[src/rtl/mem_pkg.sv]
// Shared definitions for the MEM stage: load/store type codes, FSM states,
// writeback-select codes and the store-lane helpers.
package mem_pkg;

    localparam int unsigned XLEN = 32;
    localparam int unsigned BE_W = 4;

    // funct3 access types (sb/sh/sw share codes with lb/lh/lw)
    localparam logic [2:0] DM_LB  = 3'b000;
    localparam logic [2:0] DM_LH  = 3'b001;
    localparam logic [2:0] DM_LW  = 3'b010;
    localparam logic [2:0] DM_LBU = 3'b100;
    localparam logic [2:0] DM_LHU = 3'b101;

    // Writeback mux select codes
    localparam logic [1:0] WD_ALU = 2'b00;
    localparam logic [1:0] WD_MEM = 2'b01;
    localparam logic [1:0] WD_PC4 = 2'b10;

    typedef enum logic [1:0] {
        ST_IDLE = 2'd0,
        ST_WAIT = 2'd1,
        ST_DONE = 2'd2
    } state_e;

    // Access size is carried in the low two bits of funct3.
    function automatic logic is_misaligned(input logic [1:0] size, input logic [1:0] offset);
        case (size)
            2'b10:   is_misaligned = (offset != 2'b00);
            2'b01:   is_misaligned = offset[0];
            default: is_misaligned = 1'b0;
        endcase
    endfunction

    function automatic logic [BE_W-1:0] store_be(input logic [1:0] size, input logic [1:0] offset);
        case (size)
            2'b00:   store_be = 4'b0001 << offset;
            2'b01:   store_be = 4'b0011 << {offset[1], 1'b0};
            default: store_be = 4'b1111;
        endcase
    endfunction

    // Replicate the store data across all lanes; the byte enables pick the lane.
    function automatic logic [XLEN-1:0] store_wdata(input logic [1:0] size, input logic [XLEN-1:0] data);
        case (size)
            2'b00:   store_wdata = {4{data[7:0]}};
            2'b01:   store_wdata = {2{data[15:0]}};
            default: store_wdata = data;
        endcase
    endfunction

endpackage

[src/rtl/mem_access_stage_if.sv]
// Word-aligned data-bus interface with a req/ack handshake.
interface mem_access_stage_if;
    import mem_pkg::*;

    logic            req;
    logic            we;
    logic [XLEN-1:0] addr;
    logic [XLEN-1:0] wdata;
    logic [BE_W-1:0] be;
    logic            ack;
    logic [XLEN-1:0] rdata;

    modport master (output req, we, addr, wdata, be, input ack, rdata);
    modport slave  (input req, we, addr, wdata, be, output ack, rdata);

endinterface

[src/rtl/mem_load_align.sv]
// Selects the addressed byte/halfword of a read word and sign/zero-extends it.
module mem_load_align
    import mem_pkg::*;
(
    input  logic [XLEN-1:0] word,
    input  logic [1:0]      offset,
    input  logic [2:0]      dm_type,
    output logic [XLEN-1:0] result
);

    logic [7:0]  byte_sel;
    logic [15:0] half_sel;

    // Lane selection and extension
    always_comb begin
        case (offset)
            2'd0:    byte_sel = word[7:0];
            2'd1:    byte_sel = word[15:8];
            2'd2:    byte_sel = word[23:16];
            default: byte_sel = word[31:24];
        endcase
        half_sel = offset[1] ? word[31:16] : word[15:0];

        case (dm_type)
            DM_LB:   result = {{24{byte_sel[7]}}, byte_sel};
            DM_LH:   result = {{16{half_sel[15]}}, half_sel};
            DM_LBU:  result = {24'd0, byte_sel};
            DM_LHU:  result = {16'd0, half_sel};
            default: result = word;
        endcase
    end

endmodule

[src/rtl/mem_access_stage.sv]
// MEM pipeline stage: turns loads/stores into req/ack bus transactions, stalls
// the front of the pipeline while the access is outstanding, and aligns load data.
// Optional macro MEM_TIMEOUT_EN adds a no-ack timeout that reports o_bus_err.
module mem_access_stage
    import mem_pkg::*;
#(
    parameter int unsigned TIMEOUT_CYCLES = 16,
    parameter int unsigned CNT_W          = 8
) (
    input  logic             clk,
    input  logic             reset,
    input  logic [XLEN-1:0]  i_ALU_out,
    input  logic [XLEN-1:0]  i_Store_Data,
    input  logic [4:0]       i_rd,
    input  logic [XLEN-1:0]  i_PC_plus_4,
    input  logic             i_RegWrite,
    input  logic             i_MemWrite,
    input  logic             i_MemRead,
    input  logic [1:0]       i_WDSel,
    input  logic [2:0]       i_DMType,
    mem_access_stage_if.master bus,
    output logic [XLEN-1:0]  o_mem_rdata,
    output logic [XLEN-1:0]  o_ALU_out,
    output logic [4:0]       o_rd,
    output logic [XLEN-1:0]  o_PC_plus_4,
    output logic [1:0]       o_WDSel,
    output logic             o_RegWrite,
    output logic             o_stall,
    output logic             o_misalign,
    output logic             o_bus_err
);

    // Reject configurations where the counter cannot reach the timeout
    if (64'(TIMEOUT_CYCLES) >= (64'd1 << CNT_W)) begin : g_bad_cfg
        $error("mem_access_stage: TIMEOUT_CYCLES must be below 2**CNT_W");
    end

    state_e          state_q, state_d;
    logic [XLEN-1:0] rdata_q;
    logic [XLEN-1:0] aligned;
    logic            mem_op;
    logic            mis_raw;
    logic            req;
    logic            capture;

    assign mem_op  = i_MemRead | i_MemWrite;
    assign mis_raw = mem_op & is_misaligned(i_DMType[1:0], i_ALU_out[1:0]);

`ifdef MEM_TIMEOUT_EN
    logic [CNT_W-1:0] cnt_q, cnt_d;
    logic             err_q, err_d;

    // Timeout counter and error flag
    always_ff @(posedge clk or posedge reset) begin
        if (reset) begin
            cnt_q <= '0;
            err_q <= 1'b0;
        end else begin
            cnt_q <= cnt_d;
            err_q <= err_d;
        end
    end
`endif

    // State register and read-data capture
    always_ff @(posedge clk or posedge reset) begin
        if (reset) begin
            state_q <= ST_IDLE;
            rdata_q <= '0;
        end else begin
            state_q <= state_d;
            if (capture) begin
                rdata_q <= bus.rdata;
            end
        end
    end

    // Next-state and handshake control
    always_comb begin
        state_d = state_q;
        req     = 1'b0;
        capture = 1'b0;
`ifdef MEM_TIMEOUT_EN
        cnt_d   = cnt_q;
        err_d   = err_q;
`endif
        case (state_q)
            ST_IDLE: begin
                if (mem_op && !mis_raw) begin
                    req = 1'b1;
`ifdef MEM_TIMEOUT_EN
                    cnt_d = CNT_W'(1);
`endif
                    if (bus.ack) begin
                        capture = 1'b1;
                        state_d = ST_DONE;
                    end else begin
                        state_d = ST_WAIT;
`ifdef MEM_TIMEOUT_EN
                        if (CNT_W'(1) >= CNT_W'(TIMEOUT_CYCLES)) begin
                            state_d = ST_DONE;
                            err_d   = 1'b1;
                        end
`endif
                    end
                end
            end
            ST_WAIT: begin
                req = 1'b1;
                if (bus.ack) begin
                    capture = 1'b1;
                    state_d = ST_DONE;
                end
`ifdef MEM_TIMEOUT_EN
                else if (cnt_q + CNT_W'(1) >= CNT_W'(TIMEOUT_CYCLES)) begin
                    state_d = ST_DONE;
                    err_d   = 1'b1;
                end else begin
                    cnt_d = cnt_q + CNT_W'(1);
                end
`endif
            end
            ST_DONE: begin
                state_d = ST_IDLE;
`ifdef MEM_TIMEOUT_EN
                err_d   = 1'b0;
`endif
            end
            default: state_d = ST_IDLE;
        endcase
    end

    mem_load_align u_align (
        .word    (rdata_q),
        .offset  (i_ALU_out[1:0]),
        .dm_type (i_DMType),
        .result  (aligned)
    );

    // Bus request fields; EX/MEM is frozen while req is high so these hold steady
    assign bus.req   = req & ~reset;
    assign bus.we    = req & ~reset & i_MemWrite;
    assign bus.addr  = {i_ALU_out[XLEN-1:2], 2'b00};
    assign bus.be    = i_MemWrite ? store_be(i_DMType[1:0], i_ALU_out[1:0]) : 4'b1111;
    assign bus.wdata = store_wdata(i_DMType[1:0], i_Store_Data);

`ifdef MEM_TIMEOUT_EN
    assign o_bus_err = ~reset & err_q & (state_q == ST_DONE);
`else
    assign o_bus_err = 1'b0;
`endif

    // Pipeline-facing outputs
    assign o_stall     = req & ~reset;
    assign o_misalign  = ~reset & mis_raw & (state_q == ST_IDLE);
    assign o_mem_rdata = (~reset && state_q == ST_DONE && !o_bus_err) ? aligned : '0;
    assign o_RegWrite  = i_RegWrite & ~reset & ~o_stall & ~o_misalign & ~o_bus_err;

    assign o_ALU_out   = i_ALU_out;
    assign o_rd        = i_rd;
    assign o_PC_plus_4 = i_PC_plus_4;
    assign o_WDSel     = i_WDSel;

endmodule

[src/flat_wrapper.sv]
// flat-port wrapper written by rule: the top's interface ports become plain ports
module mem_access_stage_flat import mem_pkg::*;
#(
    parameter int unsigned TIMEOUT_CYCLES = 16,
    parameter int unsigned CNT_W          = 8
)
  (clk, reset, i_ALU_out, i_Store_Data, i_rd, i_PC_plus_4, i_RegWrite, i_MemWrite, i_MemRead, i_WDSel, i_DMType, o_mem_rdata, o_ALU_out, o_rd, o_PC_plus_4, o_WDSel, o_RegWrite, o_stall, o_misalign, o_bus_err, bus_req, bus_we, bus_addr, bus_wdata, bus_be, bus_ack, bus_rdata);
  mem_access_stage_if bus_i ();
  input  logic clk;
  input  logic reset;
  input  logic [XLEN-1:0] i_ALU_out;
  input  logic [XLEN-1:0] i_Store_Data;
  input  logic [4:0] i_rd;
  input  logic [XLEN-1:0] i_PC_plus_4;
  input  logic i_RegWrite;
  input  logic i_MemWrite;
  input  logic i_MemRead;
  input  logic [1:0] i_WDSel;
  input  logic [2:0] i_DMType;
  output logic [XLEN-1:0] o_mem_rdata;
  output logic [XLEN-1:0] o_ALU_out;
  output logic [4:0] o_rd;
  output logic [XLEN-1:0] o_PC_plus_4;
  output logic [1:0] o_WDSel;
  output logic o_RegWrite;
  output logic o_stall;
  output logic o_misalign;
  output logic o_bus_err;
  output wire logic [$bits(bus_i.req)-1:0] bus_req;
  output wire logic [$bits(bus_i.we)-1:0] bus_we;
  output wire logic [$bits(bus_i.addr)-1:0] bus_addr;
  output wire logic [$bits(bus_i.wdata)-1:0] bus_wdata;
  output wire logic [$bits(bus_i.be)-1:0] bus_be;
  input wire logic [$bits(bus_i.ack)-1:0] bus_ack;
  input wire logic [$bits(bus_i.rdata)-1:0] bus_rdata;
  assign bus_req = bus_i.req;
  assign bus_we = bus_i.we;
  assign bus_addr = bus_i.addr;
  assign bus_wdata = bus_i.wdata;
  assign bus_be = bus_i.be;
  assign bus_i.ack = bus_ack;
  assign bus_i.rdata = bus_rdata;
  mem_access_stage #(.TIMEOUT_CYCLES(TIMEOUT_CYCLES), .CNT_W(CNT_W)) u_core (.clk(clk), .reset(reset), .i_ALU_out(i_ALU_out), .i_Store_Data(i_Store_Data), .i_rd(i_rd), .i_PC_plus_4(i_PC_plus_4), .i_RegWrite(i_RegWrite), .i_MemWrite(i_MemWrite), .i_MemRead(i_MemRead), .i_WDSel(i_WDSel), .i_DMType(i_DMType), .bus(bus_i), .o_mem_rdata(o_mem_rdata), .o_ALU_out(o_ALU_out), .o_rd(o_rd), .o_PC_plus_4(o_PC_plus_4), .o_WDSel(o_WDSel), .o_RegWrite(o_RegWrite), .o_stall(o_stall), .o_misalign(o_misalign), .o_bus_err(o_bus_err));
endmodule
[config.mk]
export PLATFORM = sky130hd
export DESIGN_NAME = mem_access_stage_flat
export DESIGN_NICKNAME = d
export VERILOG_FILES = /design/src/rtl/mem_pkg.sv /design/src/rtl/mem_access_stage_if.sv /design/src/rtl/mem_load_align.sv /design/src/rtl/mem_access_stage.sv /design/src/flat_wrapper.sv
export SDC_FILE = /design/constraint.sdc
export NUM_CORES = 1
export LEC_CHECK = 0
export ABC_CLOCK_PERIOD_IN_PS = 3110
export BUFFER_PORTS_ARGS = -buffer_cell sky130_fd_sc_hd__buf_2
export CELL_PAD_IN_SITES_DETAIL_PLACEMENT = 0
export CELL_PAD_IN_SITES_GLOBAL_PLACEMENT = 1
export CORE_ASPECT_RATIO = 1.5
export CORE_MARGIN = 10
export CORE_UTILIZATION = 28
export DETAILED_ROUTE_END_ITERATION = 8
export PLACE_DENSITY = 0.89
export SYNTH_ARGS = -nofsm -noshare
export SYNTH_HDL_FRONTEND = slang
export SYNTH_HIERARCHICAL = 1
export SYNTH_SLANG_ARGS = --single-unit
[constraint.sdc]
create_clock -name clk -period 3.11 [get_ports clk]
set_clock_uncertainty 0.2 [all_clocks]
set_input_delay 0.4665 -clock clk [delete_from_list [all_inputs] [get_ports clk]]
set_output_delay 0.4665 -clock clk [all_outputs]
set_load 0.1 [all_outputs]
==> results.py <==
metrics = {
    "routing": {
        "drtAntennaViolNets": 0,
        "vias": 3404,
        "drc": 0,
        "wl_mm": 13.37,
        "routed_via_density": 4.884,
        "drtIter0Drc": 268,
        "wl_per_cell_um": 19.18,
        "firstDrtPassIters": 4,
    },
    "place": {
        "dpl.hpwl_mm": 10.85,
        "postPlaceCellArea_sq_um": 4743,
        "gp_congestion": 0.9060,
        "post-place-cells": 689,
        "io_buffer_count": 149,
    },
    "setup_path": {
        "cp-start-kind": "flip-flop",
        "slowest_stage": "or3_1",
        "path_class": "reg2out",
        "critPathMaxStageDelay_ns": 0.55,
        "endpoint_kind": "output pin",
        "cp_num_buf_inv": 1,
        "crit_family": "simple AND/OR/NAND/NOR gates",
        "cp_common_cell": "or3_1",
        "required_ns": 2.44,
        "worst_ep_arrival_time_ns": 2.28,
        "crit_chain": "a211oi_1 > or3_1 > or3_1 > o21ai_0 > and2_1 > buf_12",
        "critPathMaxFanout": 17,
    },
    "final_layout": {
        "syn_to_final_growth_pct": 28.16,
        "fin_util_pct": 36.49,
        "n_fill_cell": 1395,
        "antennaDiodeCount": 0,
        "instances_no_fill": 697,
        "nNetsFinal": 681,
        "postLayoutCellArea_sq_um": 4891,
        "final_layout_size_suffix_gt1_share_pct": 36.82,
    },
    "clock_tree": {
        "cts_max_level": 2,
        "clock_latency_ns": 0.27,
        "clk_pin_slew_ns": 0.06,
        "cts-root-buf": "clkbuf_16",
        "cts_sinks": 34,
        "cts_resized": 0,
        "cts_buffer_depth": 2,
        "cts_buffers": 5,
        "cts_tree": "done",
        "hold_buffers": 0,
        "post-cts-setup-buffer-count": 0,
    },
    "global_route": {
        "grt_antenna_before_repair": 3,
        "grt_pass1_vias": 3574,
        "grt_overflow_total": 0,
        "grt_max_degree": 37,
        "track_usage_pct": 13.78,
        "grt_pass1_wl_mm": 20.67,
    },
    "sta": {
        "setup_viol": 0,
        "min_period_over_period_pct": 94.67,
        "maxSlewViolCount": 0,
        "rsz0062_at_grt": "false",
        "period_needed_ns": 2.944,
        "hold_viol": 0,
        "slew_headroom_pct": 64.09,
        "fmax_mhz": 339.6,
        "tightest_slew_ns": 0.5375,
    },
    "synthesis": {
        "ys_ff_latch": 34,
        "yosysSeqAreaShare_pct": 22.30,
        "async_flop_share_pct": 100.0,
        "syn_inst": 505,
        "synth_compound_area_share_pct": 20.36,
        "netlist_area_sq_um": 3816,
        "synth-adder-area-share_pct": 0.9836,
        "yosys.cell_types.count": 43,
        "synth_xor_area_share_pct": 0,
        "synth_ff_type": "dfrtp_1",
        "synth_top_family_by_area": "buffers and inverters",
        "yosys_warnings": 6,
        "synth_edf_count": 0,
        "syn_area_per_cell_sq_um": 7.557,
        "synthMuxAreaShare_pct": 2.918,
        "yosys.area_share.simple_pct": 23.21,
    },
    "pwr": {
        "ir_worst_vdd_mv": 0.1995,
        "p_total_uw": 2335,
        "power_density_nw_per_um2": 477.4,
        "p_leak_uw": 0.002347,
    },
    "floorplanning": {
        "coreArea_sq_um": 13400,
        "die_h_um": 163.0,
        "initial_core_util_pct": 28.47,
        "die_w_um": 115.3,
        "die-area_sq_um": 18790,
        "rows": 52,
        "ios": 321,
    },
    "hold_path": {
        "hp-class": "in2async",
    },
    "flow_run": {
        "maxCapViolations": 0,
    },
    "outcome": {
        "status": "complete, no violations",
    },
}
## layout make-up
class / count / area (sq um) / share of cell area (%)
clock buffer: 7 / 142.6 / 2.916
inverter: 24 / 90.09 / 1.842
tap: 162 / 202.7 / 4.144
sequential: 34 / 850.8 / 17.40
multi-input combinational: 302 / 1878 / 38.40
clock inverter: 1 / 5.005 / 0.1023
timing repair buffer: 167 / 1722 / 35.20
## flip-flops by register name (all words and copies together) (netlist names)
| name | count |
|---|---|
| u_core/rdata_q | 32 |
| u_core/state_q | 2 |
## worst min-delay path, stage by stage
cell and delay, ns:
buf_2 0.15, inv_1 0.09, buf_4 0.40
## cells in the final DEF (no fill, tap or decap), types with 4 or more instances in the layout
master     instances
a221o_1            8
a22o_1             8
a22oi_1           15
and2_1            32
buf_12            56
buf_2             93
buf_4             18
clkbuf_16          5
dfrtp_1           34
inv_1             24
mux2_2             9
nand2_1           97
nand2b_1           7
nor2_1             6
nor2b_1           23
o21ai_0           23
o21ai_1            4
o21ai_2            4
o22ai_1           15
o32ai_1           14
## metal layers
layer	vias to the layer above	global-route usage [%]	wire length (um)
met5	-	0	17
met4	2	9.707	826
met3	82	4.609	1138
li1	1639	-	-
met1	1562	13.38	4514
met2	119	23.77	6871
## cell usage after synthesis, types with 3 or more instances
cell | instances | share of area [%]
nor3_1 | 3 | 0.39
o32ai_1 | 14 | 3.2
mux2_2 | 9 | 2.7
a22oi_1 | 15 | 3.0
nor2_1 | 6 | 0.59
clkbuf_1 | 18 | 1.8
o21ai_0 | 27 | 3.5
and2_1 | 32 | 5.2
buf_6 | 10 | 3.0
o32ai_2 | 3 | 1.3
nand3_1 | 3 | 0.39
a22o_1 | 8 | 1.8
o21ai_1 | 4 | 0.52
a221o_1 | 8 | 2.1
nand2_1 | 97 | 9.5
buf_2 | 4 | 0.52
dfrtp_1 | 34 | 22
nand2b_1 | 7 | 1.1
ha_1 | 3 | 0.98
inv_1 | 24 | 2.4
nor2b_1 | 23 | 3.8
buf_4 | 114 | 22
o22ai_1 | 15 | 2.5
## kinds of logic after synthesis
kind of cell               Yosys count
buffers and inverters              171
adders and majority gates            3
and+or+nand+nor                    182
other                                1
DFF                                 34
AOI/OAI and AO/OA                  104
muxes                               10
## stage by stage
stage | hold WS, ns | TNS, ns | setup slack (ns)
2_1_floorplan | 0.3079 | -0.04969 | -0.04969
3_3_place_gp | 0.3207 | 0 | 0.2896
3_5_place_dp | 0.3273 | 0 | 0.2158
4_1_cts | 0.2189 | 0 | 0.1441
5_1_grt | 0.2493 | 0 | 0.02403
6_report | 0.2034 | 0 | 0.1658
## where the power goes
group	switching, uW	leakage (uW)	internal, uW
registers	95.5	0.000426	534
logic	796	0.00185	406
clock network	186	0.0000739	317
## path summary, 6_finish.rpt
| path | start | endpoint | slack, ns | depth (start not counted) |
|---|---|---|---|---|
| worst max-delay path | u_core/rdata_q[15]$_DFFE_PP0P_ | o_mem_rdata[17] | 0.17 | 6 |
| worst min-delay path | reset | u_core/rdata_q[23]$_DFFE_PP0P_ | 0.20 | 3 |
| worst max register to register | u_core/state_q[1]$_DFFE_PP0P_ | u_core/rdata_q[22]$_DFFE_PP0P_ | 1.21 | 4 |
| worst min register to register | u_core/rdata_q[0]$_DFFE_PP0P_ | u_core/rdata_q[0]$_DFFE_PP0P_ | 0.33 | 2 |
| max in group asynchronous | reset | u_core/rdata_q[11]$_DFFE_PP0P_ | 2.18 | 3 |
| min in group clk | bus_rdata[7] | u_core/rdata_q[7]$_DFFE_PP0P_ | 0.24 | 3 |
(Power assumes the default switching activity.)
